## src/rtl/tpu_seq_pkg.sv

```systemverilog
// ============================================================================
// Module   : tpu_pkg
// Purpose  : Shared types, CSR bit positions and sizing helpers for tpu_seq.
// Revision : 1.0
// ============================================================================
`default_nettype none

package tpu_pkg;

  typedef enum logic [1:0] {IDLE = 2'd0, RUN = 2'd1, DONE = 2'd2} state_t;

  typedef enum logic [1:0] {RD_ZERO = 2'd0, RD_C = 2'd1, RD_STATUS = 2'd2} rd_sel_t;

  typedef enum logic [2:0] {
    REG_NONE   = 3'd0,
    REG_A      = 3'd1,
    REG_B      = 3'd2,
    REG_C      = 3'd3,
    REG_CTRL   = 3'd4,
    REG_STATUS = 3'd5
  } region_t;

  localparam int CTRL_START = 0;
  localparam int CTRL_ACC   = 1;
  localparam int CTRL_CLR   = 2;

  localparam int STAT_BUSY  = 0;
  localparam int STAT_DONE  = 1;
  localparam int STAT_ERR   = 2;

  // Number of host words per C row.
  function automatic int calc_cw(int dim, int bits_c, int dataw);
    return bits_c * dim / dataw;
  endfunction

  // Wavefront length through a DIM x DIM skewed systolic array.
  function automatic int run_cycles(int dim);
    return 3 * dim - 2;
  endfunction

  function automatic int idx_w(int n);
    return (n > 1) ? $clog2(n) : 1;
  endfunction

endpackage

`default_nettype wire

```

## src/rtl/tpu_seq_if.sv

```systemverilog
// ============================================================================
// Module   : tpu_seq_if
// Purpose  : Host-side access bus of the matrix-multiply sequencer.
// Revision : 1.0
// ============================================================================
`default_nettype none

interface tpu_seq_if #(
  parameter int ADDRW = 16
);
  logic             req;
  logic             r_w;
  logic [ADDRW-1:0] addr;
  logic [2:0]       wdata_ctl;
  logic             ack;
  logic             err;
  logic [1:0]       rd_sel;
  logic [2:0]       status;

  modport master (output req, r_w, addr, wdata_ctl, input ack, err, rd_sel, status);
  modport slave  (input req, r_w, addr, wdata_ctl, output ack, err, rd_sel, status);
endinterface

`default_nettype wire

```

## src/rtl/tpu_seq_addr_dec.sv

```systemverilog
// ============================================================================
// Module   : tpu_addr_dec
// Purpose  : Combinational host address decode into region, row and C word.
// Revision : 1.0
// ============================================================================
`default_nettype none

module tpu_addr_dec
  import tpu_pkg::*;
#(
  parameter int               DIM      = 8,
  parameter int               BITS_C   = 16,
  parameter int               DATAW    = 64,
  parameter int               ADDRW    = 16,
  parameter logic [ADDRW-1:0] BASE_A   = ADDRW'('h0100),
  parameter logic [ADDRW-1:0] BASE_B   = ADDRW'('h0200),
  parameter logic [ADDRW-1:0] BASE_C   = ADDRW'('h0300),
  parameter logic [ADDRW-1:0] BASE_CSR = ADDRW'('h0400)
) (
  input  wire logic [ADDRW-1:0]                             i_addr,
  output region_t                                           o_region,
  output logic [idx_w(DIM)-1:0]                             o_row,
  output logic [idx_w(calc_cw(DIM, BITS_C, DATAW))-1:0]     o_word
);
  localparam int c_W   = DATAW / 8;
  localparam int c_WB  = $clog2(c_W);
  localparam int c_CW  = calc_cw(DIM, BITS_C, DATAW);
  localparam int c_CWB = $clog2(c_CW);
  localparam int c_RW  = idx_w(DIM);
  localparam int c_CWW = idx_w(c_CW);
  localparam logic [ADDRW-1:0] c_SPAN_AB = ADDRW'(DIM * c_W);
  localparam logic [ADDRW-1:0] c_SPAN_C  = ADDRW'(DIM * c_CW * c_W);
  localparam logic [ADDRW-1:0] c_STATUS  = BASE_CSR + ADDRW'(c_W);

  // Offsets wrap below each base, so a single unsigned compare bounds the region.
  logic [ADDRW-1:0] w_off_a;
  logic [ADDRW-1:0] w_off_b;
  logic [ADDRW-1:0] w_off_c;
  logic             w_aligned;

  assign w_off_a   = i_addr - BASE_A;
  assign w_off_b   = i_addr - BASE_B;
  assign w_off_c   = i_addr - BASE_C;
  assign w_aligned = (i_addr[c_WB-1:0] == '0);

  always_comb begin
    o_region = REG_NONE;
    o_row    = '0;
    o_word   = '0;
    if (w_aligned) begin
      if (w_off_a < c_SPAN_AB) begin
        o_region = REG_A;
        o_row    = c_RW'(w_off_a >> c_WB);
      end else if (w_off_b < c_SPAN_AB) begin
        o_region = REG_B;
        o_row    = c_RW'(w_off_b >> c_WB);
      end else if (w_off_c < c_SPAN_C) begin
        o_region = REG_C;
        o_row    = c_RW'(w_off_c >> (c_WB + c_CWB));
        o_word   = c_CWW'(w_off_c >> c_WB);
      end else if (i_addr == BASE_CSR) begin
        o_region = REG_CTRL;
      end else if (i_addr == c_STATUS) begin
        o_region = REG_STATUS;
      end
    end
  end

endmodule

`default_nettype wire

```

## src/rtl/tpu_seq.sv

```systemverilog
// ============================================================================
// Module   : tpu_seq
// Purpose  : Memory-mapped sequencer driving memA/memB/systolic/C control.
// Revision : 1.0
// ============================================================================
`default_nettype none

module tpu_seq
  import tpu_pkg::*;
#(
  parameter int               DIM      = 8,
  parameter int               BITS_C   = 16,
  parameter int               DATAW    = 64,
  parameter int               ADDRW    = 16,
  parameter logic [ADDRW-1:0] BASE_A   = ADDRW'('h0100),
  parameter logic [ADDRW-1:0] BASE_B   = ADDRW'('h0200),
  parameter logic [ADDRW-1:0] BASE_C   = ADDRW'('h0300),
  parameter logic [ADDRW-1:0] BASE_CSR = ADDRW'('h0400)
) (
  input  wire logic                                         clk,
  input  wire logic                                         rst,
  tpu_seq_if.slave                                          bus,
  output logic                                              a_en,
  output logic [idx_w(DIM)-1:0]                             a_row,
  output logic                                              b_en,
  output logic                                              sys_en,
  output logic                                              c_wr,
  output logic [idx_w(DIM)-1:0]                             c_row,
  output logic [idx_w(calc_cw(DIM, BITS_C, DATAW))-1:0]     c_word,
  output logic                                              c_clr,
  output logic                                              busy,
  output logic                                              done
);
  localparam int c_RW   = idx_w(DIM);
  localparam int c_CWW  = idx_w(calc_cw(DIM, BITS_C, DATAW));
  localparam int c_CNTW = $clog2(3 * DIM);
  localparam logic [c_CNTW-1:0] c_RUN_LAST = c_CNTW'(run_cycles(DIM) - 1);
  localparam logic [c_CNTW-1:0] c_ROW_LAST = c_CNTW'(DIM - 1);

  region_t          w_region;
  logic [c_RW-1:0]  w_row;
  logic [c_CWW-1:0] w_word;

  tpu_addr_dec #(
    .DIM(DIM), .BITS_C(BITS_C), .DATAW(DATAW), .ADDRW(ADDRW),
    .BASE_A(BASE_A), .BASE_B(BASE_B), .BASE_C(BASE_C), .BASE_CSR(BASE_CSR)
  ) u_dec (
    .i_addr  (bus.addr),
    .o_region(w_region),
    .o_row   (w_row),
    .o_word  (w_word)
  );

  state_t           r_state,  w_st_nxt;
  logic [c_CNTW-1:0] r_cnt,   w_cnt_nxt;
  logic             r_ack,    w_ack_nxt;
  logic             r_err,    w_err_nxt;
  rd_sel_t          r_rd_sel, w_rd_sel_nxt;
  logic             r_a_en,   w_a_en_nxt;
  logic [c_RW-1:0]  r_a_row,  w_a_row_nxt;
  logic             r_b_en,   w_b_en_nxt;
  logic             r_sys_en, w_sys_en_nxt;
  logic             r_c_wr,   w_c_wr_nxt;
  logic [c_RW-1:0]  r_c_row,  w_c_row_nxt;
  logic [c_CWW-1:0] r_c_word, w_c_word_nxt;
  logic             r_c_clr,  w_c_clr_nxt;
  logic             r_busy,   w_busy_nxt;
  logic             r_done,   w_done_nxt;
  logic             r_sticky, w_sticky_nxt;
  logic [c_CNTW-1:0] w_cnt_inc;

  assign w_cnt_inc = r_cnt + 1'b1;

  always_ff @(posedge clk) begin
    if (rst) begin
      r_state  <= IDLE;
      r_cnt    <= '0;
      r_ack    <= 1'b0;
      r_err    <= 1'b0;
      r_rd_sel <= RD_ZERO;
      r_a_en   <= 1'b0;
      r_a_row  <= '0;
      r_b_en   <= 1'b0;
      r_sys_en <= 1'b0;
      r_c_wr   <= 1'b0;
      r_c_row  <= '0;
      r_c_word <= '0;
      r_c_clr  <= 1'b0;
      r_busy   <= 1'b0;
      r_done   <= 1'b0;
      r_sticky <= 1'b0;
    end else begin
      r_state  <= w_st_nxt;
      r_cnt    <= w_cnt_nxt;
      r_ack    <= w_ack_nxt;
      r_err    <= w_err_nxt;
      r_rd_sel <= w_rd_sel_nxt;
      r_a_en   <= w_a_en_nxt;
      r_a_row  <= w_a_row_nxt;
      r_b_en   <= w_b_en_nxt;
      r_sys_en <= w_sys_en_nxt;
      r_c_wr   <= w_c_wr_nxt;
      r_c_row  <= w_c_row_nxt;
      r_c_word <= w_c_word_nxt;
      r_c_clr  <= w_c_clr_nxt;
      r_busy   <= w_busy_nxt;
      r_done   <= w_done_nxt;
      r_sticky <= w_sticky_nxt;
    end
  end

  always_comb begin
    w_st_nxt     = r_state;
    w_cnt_nxt    = r_cnt;
    w_ack_nxt    = 1'b0;
    w_err_nxt    = 1'b0;
    w_rd_sel_nxt = RD_ZERO;
    w_a_en_nxt   = 1'b0;
    w_a_row_nxt  = '0;
    w_b_en_nxt   = 1'b0;
    w_sys_en_nxt = 1'b0;
    w_c_wr_nxt   = 1'b0;
    w_c_row_nxt  = '0;
    w_c_word_nxt = '0;
    w_c_clr_nxt  = 1'b0;
    w_busy_nxt   = r_busy;
    w_done_nxt   = r_done;
    w_sticky_nxt = r_sticky;

    case (r_state)
      RUN: begin
        if (r_cnt == c_RUN_LAST) begin
          w_st_nxt   = DONE;
          w_busy_nxt = 1'b0;
          w_done_nxt = 1'b1;
        end else begin
          w_cnt_nxt    = w_cnt_inc;
          w_a_en_nxt   = 1'b1;
          w_b_en_nxt   = 1'b1;
          w_sys_en_nxt = 1'b1;
          w_a_row_nxt  = (w_cnt_inc >= c_ROW_LAST) ? c_RW'(DIM - 1) : c_RW'(w_cnt_inc);
        end
        // Only STATUS reads are served while the array is running.
        if (bus.req) begin
          w_ack_nxt = 1'b1;
          if (w_region == REG_STATUS && !bus.r_w) w_rd_sel_nxt = RD_STATUS;
          else                                    w_err_nxt    = 1'b1;
        end
      end
      default: begin
        if (bus.req) begin
          w_ack_nxt = 1'b1;
          case (w_region)
            REG_A: begin
              if (bus.r_w) begin
                w_a_en_nxt  = 1'b1;
                w_a_row_nxt = w_row;
              end else w_err_nxt = 1'b1;
            end
            REG_B: begin
              if (bus.r_w) w_b_en_nxt = 1'b1;
              else         w_err_nxt  = 1'b1;
            end
            REG_C: begin
              w_c_row_nxt  = w_row;
              w_c_word_nxt = w_word;
              if (bus.r_w) w_c_wr_nxt   = 1'b1;
              else         w_rd_sel_nxt = RD_C;
            end
            REG_STATUS: begin
              if (!bus.r_w) w_rd_sel_nxt = RD_STATUS;
            end
            REG_CTRL: begin
              if (bus.r_w) begin
                if (bus.wdata_ctl == 3'b000) w_sticky_nxt = 1'b0;
                if (bus.wdata_ctl[CTRL_CLR]) w_c_clr_nxt = 1'b1;
                // The start cycle is the first RUN cycle, so any clear merges into one pulse.
                if (bus.wdata_ctl[CTRL_START]) begin
                  w_st_nxt     = RUN;
                  w_cnt_nxt    = '0;
                  w_busy_nxt   = 1'b1;
                  w_done_nxt   = 1'b0;
                  w_a_en_nxt   = 1'b1;
                  w_b_en_nxt   = 1'b1;
                  w_sys_en_nxt = 1'b1;
                  w_a_row_nxt  = '0;
                  if (!bus.wdata_ctl[CTRL_ACC]) w_c_clr_nxt = 1'b1;
                end
              end
            end
            default: w_err_nxt = 1'b1;
          endcase
        end
      end
    endcase

    if (w_err_nxt) w_sticky_nxt = 1'b1;
  end

  assign bus.ack    = r_ack;
  assign bus.err    = r_err;
  assign bus.rd_sel = r_rd_sel;
  assign bus.status = {r_sticky, r_done, r_busy};
  assign a_en       = r_a_en;
  assign a_row      = r_a_row;
  assign b_en       = r_b_en;
  assign sys_en     = r_sys_en;
  assign c_wr       = r_c_wr;
  assign c_row      = r_c_row;
  assign c_word     = r_c_word;
  assign c_clr      = r_c_clr;
  assign busy       = r_busy;
  assign done       = r_done;

endmodule

`default_nettype wire

```

## src/flat_wrapper.sv

```systemverilog
// flat-port wrapper written by rule: the top's interface ports become plain ports
module tpu_seq_flat import tpu_pkg::*;
#(
  parameter int               DIM      = 8,
  parameter int               BITS_C   = 16,
  parameter int               DATAW    = 64,
  parameter int               ADDRW    = 16,
  parameter logic [ADDRW-1:0] BASE_A   = ADDRW'('h0100),
  parameter logic [ADDRW-1:0] BASE_B   = ADDRW'('h0200),
  parameter logic [ADDRW-1:0] BASE_C   = ADDRW'('h0300),
  parameter logic [ADDRW-1:0] BASE_CSR = ADDRW'('h0400)
)
  (clk, rst, a_en, a_row, b_en, sys_en, c_wr, c_row, c_word, c_clr, busy, done, bus_req, bus_r_w, bus_addr, bus_wdata_ctl, bus_ack, bus_err, bus_rd_sel, bus_status);
  tpu_seq_if #(.ADDRW(ADDRW)) bus_i ();
  input  wire logic clk;
  input  wire logic rst;
  output logic a_en;
  output logic [idx_w(DIM)-1:0] a_row;
  output logic b_en;
  output logic sys_en;
  output logic c_wr;
  output logic [idx_w(DIM)-1:0] c_row;
  output logic [idx_w(calc_cw(DIM, BITS_C, DATAW))-1:0] c_word;
  output logic c_clr;
  output logic busy;
  output logic done;
  input wire logic [$bits(bus_i.req)-1:0] bus_req;
  input wire logic [$bits(bus_i.r_w)-1:0] bus_r_w;
  input wire logic [$bits(bus_i.addr)-1:0] bus_addr;
  input wire logic [$bits(bus_i.wdata_ctl)-1:0] bus_wdata_ctl;
  output wire logic [$bits(bus_i.ack)-1:0] bus_ack;
  output wire logic [$bits(bus_i.err)-1:0] bus_err;
  output wire logic [$bits(bus_i.rd_sel)-1:0] bus_rd_sel;
  output wire logic [$bits(bus_i.status)-1:0] bus_status;
  assign bus_i.req = bus_req;
  assign bus_i.r_w = bus_r_w;
  assign bus_i.addr = bus_addr;
  assign bus_i.wdata_ctl = bus_wdata_ctl;
  assign bus_ack = bus_i.ack;
  assign bus_err = bus_i.err;
  assign bus_rd_sel = bus_i.rd_sel;
  assign bus_status = bus_i.status;
  tpu_seq #(.DIM(DIM), .BITS_C(BITS_C), .DATAW(DATAW), .ADDRW(ADDRW), .BASE_A(BASE_A), .BASE_B(BASE_B), .BASE_C(BASE_C), .BASE_CSR(BASE_CSR)) u_core (.clk(clk), .rst(rst), .bus(bus_i), .a_en(a_en), .a_row(a_row), .b_en(b_en), .sys_en(sys_en), .c_wr(c_wr), .c_row(c_row), .c_word(c_word), .c_clr(c_clr), .busy(busy), .done(done));
endmodule
```

## config.mk

```make
export PLATFORM = sky130hd
export DESIGN_NAME = tpu_seq_flat
export DESIGN_NICKNAME = d
export VERILOG_FILES = /design/src/rtl/tpu_seq_pkg.sv /design/src/rtl/tpu_seq_if.sv /design/src/rtl/tpu_seq_addr_dec.sv /design/src/rtl/tpu_seq.sv /design/src/flat_wrapper.sv
export SDC_FILE = /design/constraint.sdc
export NUM_CORES = 1
export LEC_CHECK = 0
export BUFFER_PORTS_ARGS = -buffer_cell sky130_fd_sc_hd__buf_4
export CORE_MARGIN = 4
export CORE_UTILIZATION = 44
export DETAILED_ROUTE_END_ITERATION = 8
export GPL_TIMING_DRIVEN = 0
export PLACE_DENSITY = 0.8
export SLEW_MARGIN = 20
export SYNTH_ARGS = -nofsm -noshare
export SYNTH_HDL_FRONTEND = slang
export SYNTH_SLANG_ARGS = --single-unit
```

## constraint.sdc

```tcl
create_clock -name clk -period 1.8 [get_ports clk]
set_input_delay 0.18 -clock clk [delete_from_list [all_inputs] [get_ports clk]]
set_output_delay 0.18 -clock clk [all_outputs]
set_load 0.01 [all_outputs]
```

# ---- Word level (Yosys, flattened, before mapping)
# Index checks and enable logic that the tools add are counted.
dict set report word_totals {
  inputBits 23
  reg_bits 26
}
dict set report op_classes {
  add_sub_neg 4
  eq_ne 12
  order_cmp 4
  mux 76
  n_reduce_logical 20
  bitwise 6
}
# cell count
set op_table {}
lappend op_table {{3-bit 2-to-1 mux} 16}
lappend op_table {{1-bit 2-to-1 mux} 39}
lappend op_table {{16-bit by 11-bit == test with 1-bit output, second input constant} 2}
lappend op_table {{16-bit by 7-bit less-than comparator with 1-bit output, second input constant} 2}
lappend op_table {{16-bit by 10-bit subtractor with 16-bit output, second input constant} 2}
lappend op_table {{5-bit 2-to-1 mux} 6}
lappend op_table {{2-bit 2-to-1 mux} 11}
lappend op_table {{16-bit by 8-bit less-than comparator with 1-bit output, second input constant} 1}
lappend op_table {{2-bit nonzero test} 8}
lappend op_table {{16-bit by 9-bit subtractor with 16-bit output, second input constant} 1}
lappend op_table {{5-bit AND reduction} 3}
lappend op_table {{8-bit OR reduction} 1}
lappend op_table {{3-bit by 2-bit == test with 1-bit output, second input constant} 2}
lappend op_table {{3-bit == test, second input constant} 2}
lappend op_table {{3-bit zero test} 2}
lappend op_table {{1-bit inverter} 6}
lappend op_table {{1-bit case mux with 2 select lines} 3}
lappend op_table {{5-bit by 1-bit adder with 5-bit output, second input constant} 1}
lappend op_table {{5-bit == test, second input constant} 1}
lappend op_table {{5-bit by 3-bit >= comparator with 1-bit output, second input constant} 1}
lappend op_table {{5-bit OR reduction} 1}
lappend op_table {{2-bit by 1-bit != test with 1-bit output, second input constant} 2}
lappend op_table {{2-bit case mux with 2 select lines} 1}
lappend op_table {{4-bit OR reduction} 1}
lappend op_table {{other kinds (7)} 7}

# ---- Logic depth before layout (Yosys ltp)
# Gate-level depths: netlist of run 1.
dict set report logic_depth {
  depth_word 14
  mapped_depth 7
  mapped_depth_nobuf 7
}

# ---- Cells and area by module
# Synthesis of run 1 repeated with hierarchy kept, for this count alone.
dict set report unflattened {
  hier_cells 161
  hier_area_um2 1442.6
}
# mod instances cells_each seq_area_each_um2 area_each_um2
set modules_own_cells {}
lappend modules_own_cells {tpu_seq 1 118 480.5 1087.3}
lappend modules_own_cells {tpu_addr_dec 1 43 0.0 355.3}

# ---- Worst setup path before layout of run 1
# No wires, ideal clock.
dict set report synth_path {
  path_kind {reg2reg}
  from {reg u_core.r_cnt[0]}
  to {reg u_core.r_a_row[0], in the netlist u_core.a_row[0]}
  arrival_time_ns 1.652
  path_slack_ns 0.026
  stages_incl_launch_ff 7
  required_ns 1.678
  path_cell_list {dfxtp_1 > ha_1 > nand2b_1 > mux2_2 > o221a_2 > a21o_1 > a221o_1}
}
dict set report synth_via {
  elab_chain_cells 5
}
# item line
set synth_rtl {}
lappend synth_rtl {{start: declaration} tpu_seq.sv:55} ;# logic [c_CNTW-1:0] r_cnt, w_cnt_nxt;
lappend synth_rtl {{start signal: assignment} tpu_seq.sv:94} ;# r_cnt <= w_cnt_nxt;
lappend synth_rtl {{5-bit by 1-bit adder with 5-bit output} tpu_seq.sv:72} ;# assign w_cnt_inc = r_cnt + 1'b1;
lappend synth_rtl {{5-bit by 3-bit >= comparator with 1-bit output} tpu_seq.sv:141} ;# w_a_row_nxt = (w_cnt_inc >= c_ROW_LAST) ? c_RW'(DIM - 1) : c_RW'(w_cnt_inc);
lappend synth_rtl {{3-bit 2-to-1 mux} tpu_seq.sv:141}
lappend synth_rtl {{3-bit 2-to-1 mux (*)} tpu_seq.sv:132} ;# if (r_cnt == c_RUN_LAST) begin
lappend synth_rtl {{3-bit 2-to-1 mux (*)} tpu_seq.sv:130} ;# case (r_state)
lappend synth_rtl {{end signal: assignment} tpu_seq.sv:99} ;# r_a_row <= w_a_row_nxt;
lappend synth_rtl {{end: declaration} tpu_seq.sv:60} ;# logic [c_RW-1:0] r_a_row, w_a_row_nxt;
# Mark *: on every way between the ends. The rest lies on a longest branch, timed or not.
# A chain may end at the register's enable or synchronous reset.

# ---- Worst setup path after layout of run 1
# Same ends and word-level chain as after synthesis.

==> results of run 1 <==
-- cell type report --
| cell class | count | area [um^2] |
|---|---|---|
| Fill cell | 245 | 1050 |
| Multi-Input combinational cell | 105 | 764.5 |
| Sequential cell | 24 | 489.2 |
| Timing Repair Buffer | 42 | 315.3 |
| Tap cell | 31 | 38.79 |
| Clock buffer | 4 | 36.28 |
| Inverter | 9 | 33.78 |
| Buffer | 5 | 30.03 |
-- kinds of logic after synthesis --
kind of cell | after synthesis | share of synthesized area (%)
xor+xnor | 5 | 3.439
mux | 1 | 0.8840
flops | 24 | 37.72
fa+ha+maj | 6 | 5.894
simple gates | 66 | 30.65
compound gates | 27 | 16.41
buf+inv | 14 | 5.010
-- report_power, final --
part	switching [mW]	leakage [nW]	internal, mW
Sequential	0.00156	0.196	0.533
Clock	0.163	0.0210	0.124
Combinational	0.0586	0.551	0.0570
Total	0.224	0.768	0.713
-- placed cells by master (no fill, tap or decap), types with 3 or more instances in the layout --
master | netlist | layout
buf_4 | 3 | 45
dfxtp_1 | 24 | 21
nor2_1 | 15 | 15
inv_1 | 9 | 9
nand2_1 | 9 | 9
nor3_1 | 7 | 7
a21oi_1 | 7 | 7
nand3_1 | 6 | 6
ha_1 | 6 | 5
nor2b_1 | 4 | 4
and2_1 | 4 | 4
nand2b_1 | 6 | 4
a31oi_1 | 4 | 4
xor2_1 | 3 | 3
nor4_1 | 3 | 3
clkbuf_4 | 0 | 3
-- state kept, by name, summed over array words and instances, names as in the netlist, 2 cells and up --
name / count
u_core.c_row: 3
u_core.r_cnt: 5
u_core.bus.rd_sel: 2
u_core.a_row: 3
-- through the flow --
| stage | utilization, % | setup TNS (ns) | total power, mW |
|---|---|---|---|
| floorplan | - | 0 | 0.5982 |
| CTS | 60.62 | -0.005536 | 0.9431 |
| global route | 61.93 | -0.01499 | 0.9766 |
| global placement | 59.03 | -0.5662 | 0.6590 |
| detailed placement | 59.03 | -0.9845 | 0.6630 |
| finish | 61.93 | 0 | 0.9368 |
-- worst reg2reg max path, cell delays in order, from the launching register on --
cell	delay [ns]
dfxtp_4	0.39
ha_4	0.18
nand2b_4	0.14
mux2_4	0.27
o221a_4	0.26
a21o_1	0.17
a221o_1	0.26
-- Yosys cell counts (all sizes together) (2+ instances only) --
| master | instances |
|---|---|
| a211o | 2 |
| a21oi | 7 |
| a31o | 2 |
| a31oi | 4 |
| and2 | 4 |
| buf | 3 |
| clkbuf | 2 |
| dfxtp | 24 |
| ha | 6 |
| inv | 9 |
| nand2 | 9 |
| nand2b | 6 |
| nand3 | 6 |
| nand4 | 3 |
| nor2 | 16 |
| nor2b | 4 |
| nor3 | 7 |
| nor4 | 3 |
| o22ai | 2 |
| xnor2 | 2 |
| xor2 | 3 |
-- how the worst max path moves through the flow --
stage	from	to	slack, ns
4_1_cts	u_core.r_cnt[0]$_SDFFE_PP0P_	u_core.a_row[0]$_SDFF_PP0_	-0.006
2_1_floorplan	u_core.r_cnt[0]$_SDFFE_PP0P_	u_core.a_row[0]$_SDFF_PP0_	0.03
3_5_place_dp	bus_addr[12]	u_core.a_row[0]$_SDFF_PP0_	-0.22
3_3_place_gp	bus_addr[12]	u_core.a_row[0]$_SDFF_PP0_	-0.14
5_1_grt	u_core.r_cnt[0]$_SDFFE_PP0P_	u_core.a_row[0]$_SDFF_PP0_	-0.01
6_report	u_core.r_cnt[0]$_SDFFE_PP0P_	u_core.a_row[0]$_SDFF_PP0_	0.04
-- per-layer routing --
metal | vias to the layer above | share of wire (%)
li1 | 602 | -
met3 | 8 | 6.4
met1 | 589 | 44
met5 | - | 0
met2 | 40 | 47
met4 | 0 | 2.1
-- timing repair --
action | CTS | global route
gates resized for setup | 4 | 7
setup buffers | 0 | 0
pin swaps | 0 | 1
setup endpoints to repair | 3 | 2
==> impl_metrics.env, run 1 <==
export IMPL_status="complete, no violations"
export IMPL_cp_slowest_stage_delay_ns=0.39
export IMPL_fp_dieH_um=61.81
export IMPL_min_period_over_period_pct=97.92
export IMPL_reg2reg_to="u_core.a_row[0]$_SDFF_PP0_"
export IMPL_cp_slowest_cell="dfxtp_4"
export IMPL_rr_startpoint="u_core.r_cnt[0]$_SDFFE_PP0P_"
export IMPL_fp_dieW_um=61.81
export IMPL_fmax_mhz=567.3
export IMPL_area_growth_pct=34.09
export IMPL_worstHoldPathCells=2
export IMPL_ys_top_cells_by_area="dfxtp_1 (38%), ha_1 (5.9%), nor2_1 (4.4%)"
export IMPL_routedWlPerCell_um=14.60
export IMPL_fin_hold_ws_ns=0.01987
export IMPL_slew_headroom_pct=66.70
export IMPL_hold_viol=0
export IMPL_required_ns=2.02
export IMPL_crit_fanout=6
export IMPL_critPathArrivalTime_ns=1.98
export IMPL_worstSkewPairLatency_ns=0.31
export IMPL_ys_types=43
export IMPL_met2_usage_pct=28.25
export IMPL_antennaDiodeCount=0
export IMPL_cts_tree="built"
export IMPL_cts_sinks=24
export IMPL_grt_util_met3_pct=3.099
export IMPL_cts_made_buffers=3
export IMPL_path_buf_inv=0
export IMPL_post_place_cells=216
export IMPL_syn_instance_count=143
export IMPL_ioPinCount=44
export IMPL_drc=0
export IMPL_finish_instance_area_um2=1708
export IMPL_reg2reg_slack_ns=0.04
export IMPL_drt_wl_total_um=3212
export IMPL_synth_fp_nets=172
export IMPL_layout_drive_gt1_share_pct=33.86
export IMPL_synth_ff_type="dfxtp_1"
export IMPL_io_buffers=42
export IMPL_crit_type="register to register"
export IMPL_hold_buffers=0
export IMPL_vias=1239
export IMPL_first_pass_iters=4
export IMPL_finClkSkew_ns=0.003939
export IMPL_setup_viol=0
export IMPL_whs_endpoint="u_core.bus.rd_sel[0]$_SDFF_PP0_"
export IMPL_busiest_layer="met2"
export IMPL_report_final_slew_viol_count=0
export IMPL_post_route_min_period_ns=1.763
export IMPL_synth_edf_count=0
export IMPL_reg2reg_depth=6
export IMPL_cp_depth=6
export IMPL_place_area_um2=1628
export IMPL_finalNonFillerCells=220
export IMPL_avgSynthCellArea_um2=8.907
export IMPL_rows=19
export IMPL_die_area_um2=3820
export IMPL_hold_path_class="primary input to register"
export IMPL_initial_core_util_pct=46.19
export IMPL_avgViaCountPerCell=5.632
export IMPL_cp_end_kind="register"
export IMPL_antenna_found_initial=0
export IMPL_cp_start_kind="register"
export IMPL_ir_drop_uv=511.6
export IMPL_rsz0062_at_grt="true"
export IMPL_powerDensity_nw_per_um2=548.5
export IMPL_place_ws_ns=-0.2215
export IMPL_worstHoldStart="bus_r_w"
export IMPL_yosysSeqAreaShare_pct=37.72
export IMPL_gr_usage_met1_pct=22.36
export IMPL_grt_usage_pct=17.54
export IMPL_overflow=0
export IMPL_syn_area_um2=1274
export IMPL_worst_slack_ns=0.03737
export IMPL_yosysTopAreaCell="dfxtp_1"
export IMPL_drt_iter0_markers=20
export IMPL_ys_async_sr_fraction_pct=0
export IMPL_worst_slew_pin_transition_ns=0.4996
export IMPL_nNetsFinal=219
export IMPL_cts_clk_slew_worst_paths_ns=0.13
export IMPL_yosysTopAreaCellShare_pct=37.72
export IMPL_cap_violations=0
export IMPL_grt_pass1_vias=1145
export IMPL_core_area_um2=2758
export IMPL_synth_seq_cells=24
export IMPL_clockBufferDepth=2
export IMPL_cp_cell_sequence="ha_4 > nand2b_4 > mux2_4 > o221a_4 > a21o_1 > a221o_1"
export IMPL_yosysWarnings=0
export IMPL_grt_pass1_wl_um=4995
export IMPL_cp_top_family="compound AO/OA/AOI/OAI gates"
export IMPL_leakage_nw=0.7683
export IMPL_cts_htree_levels=1
export IMPL_grt_max_degree=14
export IMPL_clock_root_buffer="clkbuf_4"
export IMPL_dp_hpwl_um=2502
export IMPL_final_antenna_net_count=0
export IMPL_finalWeightedCongestion=0.9552
No activity file was read; power rests on OpenSTA's default activity.
==> run 2: changes to the inputs <==
ABC_AREA = 1   (was default)
CORE_MARGIN = 2   (was 4)
CORE_UTILIZATION = 46   (was 44)
PLACE_DENSITY = 0.82   (was 0.8)
==> impl_metrics.env, run 2 <==
export IMPL_status="complete, no violations"
export IMPL_cp_start_kind="register"
export IMPL_leakage_nw=0.8931
export IMPL_cp_top_family="compound AO/OA/AOI/OAI gates"
export IMPL_grt_max_degree=14
export IMPL_ys_types=27
export IMPL_initial_core_util_pct=47.63
export IMPL_avgSynthCellArea_um2=6.778
export IMPL_fmax_mhz=613.5
export IMPL_finish_instance_area_um2=1833
export IMPL_fin_hold_ws_ns=0.02718
export IMPL_ioPinCount=44
export IMPL_syn_area_um2=1430
export IMPL_layout_drive_gt1_share_pct=27.91
export IMPL_rsz0062_at_grt="false"
export IMPL_crit_fanout=7
export IMPL_synth_seq_cells=24
export IMPL_powerDensity_nw_per_um2=511.4
export IMPL_clock_root_buffer="clkbuf_4"
export IMPL_place_area_um2=1794
export IMPL_finClkSkew_ns=0.001573
export IMPL_vias=1402
export IMPL_cts_htree_levels=1
export IMPL_antennaDiodeCount=0
export IMPL_rr_startpoint="u_core.r_cnt[0]$_SDFFE_PP0P_"
export IMPL_worstHoldStart="rst"
export IMPL_final_cell_mix="buf_4 (46), nand2_1 (42), inv_1 (32)"
export IMPL_yosysTopAreaCellShare_pct=33.60
export IMPL_synth_fp_nets=240
export IMPL_ys_top_cells_by_area="dfxtp_1 (34%), nand2_1 (11%), inv_1 (8.4%)"
export IMPL_cp_end_kind="register"
export IMPL_cts_made_buffers=3
export IMPL_core_area_um2=3003
export IMPL_cp_startpoint="u_core.r_cnt[0]$_SDFFE_PP0P_"
export IMPL_worstSkewPairLatency_ns=0.31
export IMPL_fp_dieW_um=59.76
export IMPL_cp_cell_sequence="inv_1 > ha_1 > inv_1 > a21oi_1 > o211a_1 > nand2_1 > nand2_1 > a21oi_1"
export IMPL_slew_headroom_pct=70.17
export IMPL_grt_pass1_wl_um=4836
export IMPL_drc=0
export IMPL_reg2reg_slack_ns=0.17
export IMPL_post_route_util_pct=61.04
export IMPL_cp_slowest_cell="dfxtp_1"
export IMPL_hold_path_class="primary input to register"
export IMPL_rows=20
export IMPL_crit_type="register to register"
export IMPL_yosysWarnings=0
export IMPL_drt_iter0_markers=57
export IMPL_final_antenna_net_count=0
export IMPL_nNetsFinal=288
export IMPL_yosysSeqAreaShare_pct=33.60
export IMPL_cts_sinks=24
export IMPL_cap_violations=0
export IMPL_finalNonFillerCells=291
export IMPL_cts_clk_slew_worst_paths_ns=0.13
export IMPL_ys_async_sr_fraction_pct=0
export IMPL_post_place_cells=287
export IMPL_min_period_over_period_pct=90.55
export IMPL_synth_edf_count=0
export IMPL_largest_register="u_core.r_cnt"
export IMPL_fp_dieH_um=59.76
export IMPL_setup_viol=0
export IMPL_grt_pass1_vias=1170
export IMPL_critPathArrivalTime_ns=1.87
export IMPL_first_pass_iters=4
export IMPL_dp_hpwl_um=2348
export IMPL_hold_viol=0
export IMPL_routedWlPerCell_um=10.26
export IMPL_yosysTopAreaCell="dfxtp_1"
export IMPL_grt_usage_pct=17.28
export IMPL_drt_wl_total_um=2986
export IMPL_finalWeightedCongestion=0.8544
export IMPL_io_buffers=43
export IMPL_report_final_slew_viol_count=0
export IMPL_clockBufferDepth=2
export IMPL_overflow=0
export IMPL_die_area_um2=3571
export IMPL_yosys_top_cells_count="nand2_1 (42), inv_1 (32), nor2_1 (30)"
export IMPL_required_ns=2.04
export IMPL_antenna_found_initial=0
export IMPL_avgViaCountPerCell=4.818
export IMPL_ir_drop_uv=222.7
export IMPL_synth_most_common_cell="nand2_1"
export IMPL_worst_slew_pin_transition_ns=0.4474
export IMPL_nFillCells=301
export IMPL_layout_commonest_cell="buf_4"
export IMPL_path_buf_inv=2
export IMPL_cp_slowest_stage_delay_ns=0.47
export IMPL_post_route_min_period_ns=1.630
export IMPL_synth_ff_type="dfxtp_1"
export IMPL_syn_instance_count=211
export IMPL_area_growth_pct=28.17
export IMPL_largest_reg_flops=5
export IMPL_cts_tree="built"
==> run 2: kinds of logic after synthesis <==
family	count (synthesis)	share of synthesized area (%)
AND/OR/NAND/NOR	115	38.41
XOR/XNOR	3	1.838
AO/OA/AOI/OAI	24	9.886
buffers and inverters	39	11.02
adder cells (fa/ha/maj)	6	5.249
flip-flops	24	33.60
==> run 2: worst paths after layout <==
check                                                    end  cells after the start
worst max-delay path              u_core.a_row[0]$_SDFF_PP0_                      8
worst max register to register    u_core.a_row[0]$_SDFF_PP0_                      8
worst min register to register  u_core.r_sticky$_SDFFE_PP0P_                      2
worst min-delay path               u_core.bus.ack$_SDFF_PP0_                      2
==> run 2: metal layers <==
layer  up-vias  global-route usage [%]  routed length, um
met1       592                   24.37               1457
met3         4                   2.597                230
li1        752                       -                  -
met4         0                   4.762                 39
met5         -                       0                  0
met2        54                   27.33               1258
==> run 2: repair_timing <==
action,in CTS,in global routing
hold buffers,0,0
setup endpoints to repair,0,5
endpoints found under the hold margin,0,0
buffers inserted,0,0
resized for setup,0,1
==> run 2: final cells by class <==
class | count | area [um^2] | share of cell area, %
buffer | 4 | 26.28 | 1.433
clock buffer | 4 | 36.28 | 1.980
inverter | 35 | 131.4 | 7.167
multi-input combinational | 148 | 794.5 | 43.34
sequential | 24 | 480.5 | 26.21
tap | 33 | 41.29 | 2.253
timing repair buffer | 43 | 322.8 | 17.61
==> run 2: power by group <==
group	switching, mW	internal, mW	leakage, nW
combinational	0.0638	0.0578	0.678
sequential	0.00153	0.536	0.194
clock	0.155	0.124	0.0210
==> run 2: per-stage QoR <==
| stage | worst slack [ns] | power (mW) | setup TNS [ns] |
|---|---|---|---|
| global route | 0.03958 | 0.9777 | 0 |
| CTS | 0.1169 | 0.9466 | 0 |
| detailed placement | -0.0003112 | 0.6702 | -0.0003112 |
| global placement | 0.02611 | 0.6684 | 0 |
| floorplan | 0.3538 | 0.6069 | 0 |
| finish | 0.1700 | 0.9374 | 0 |
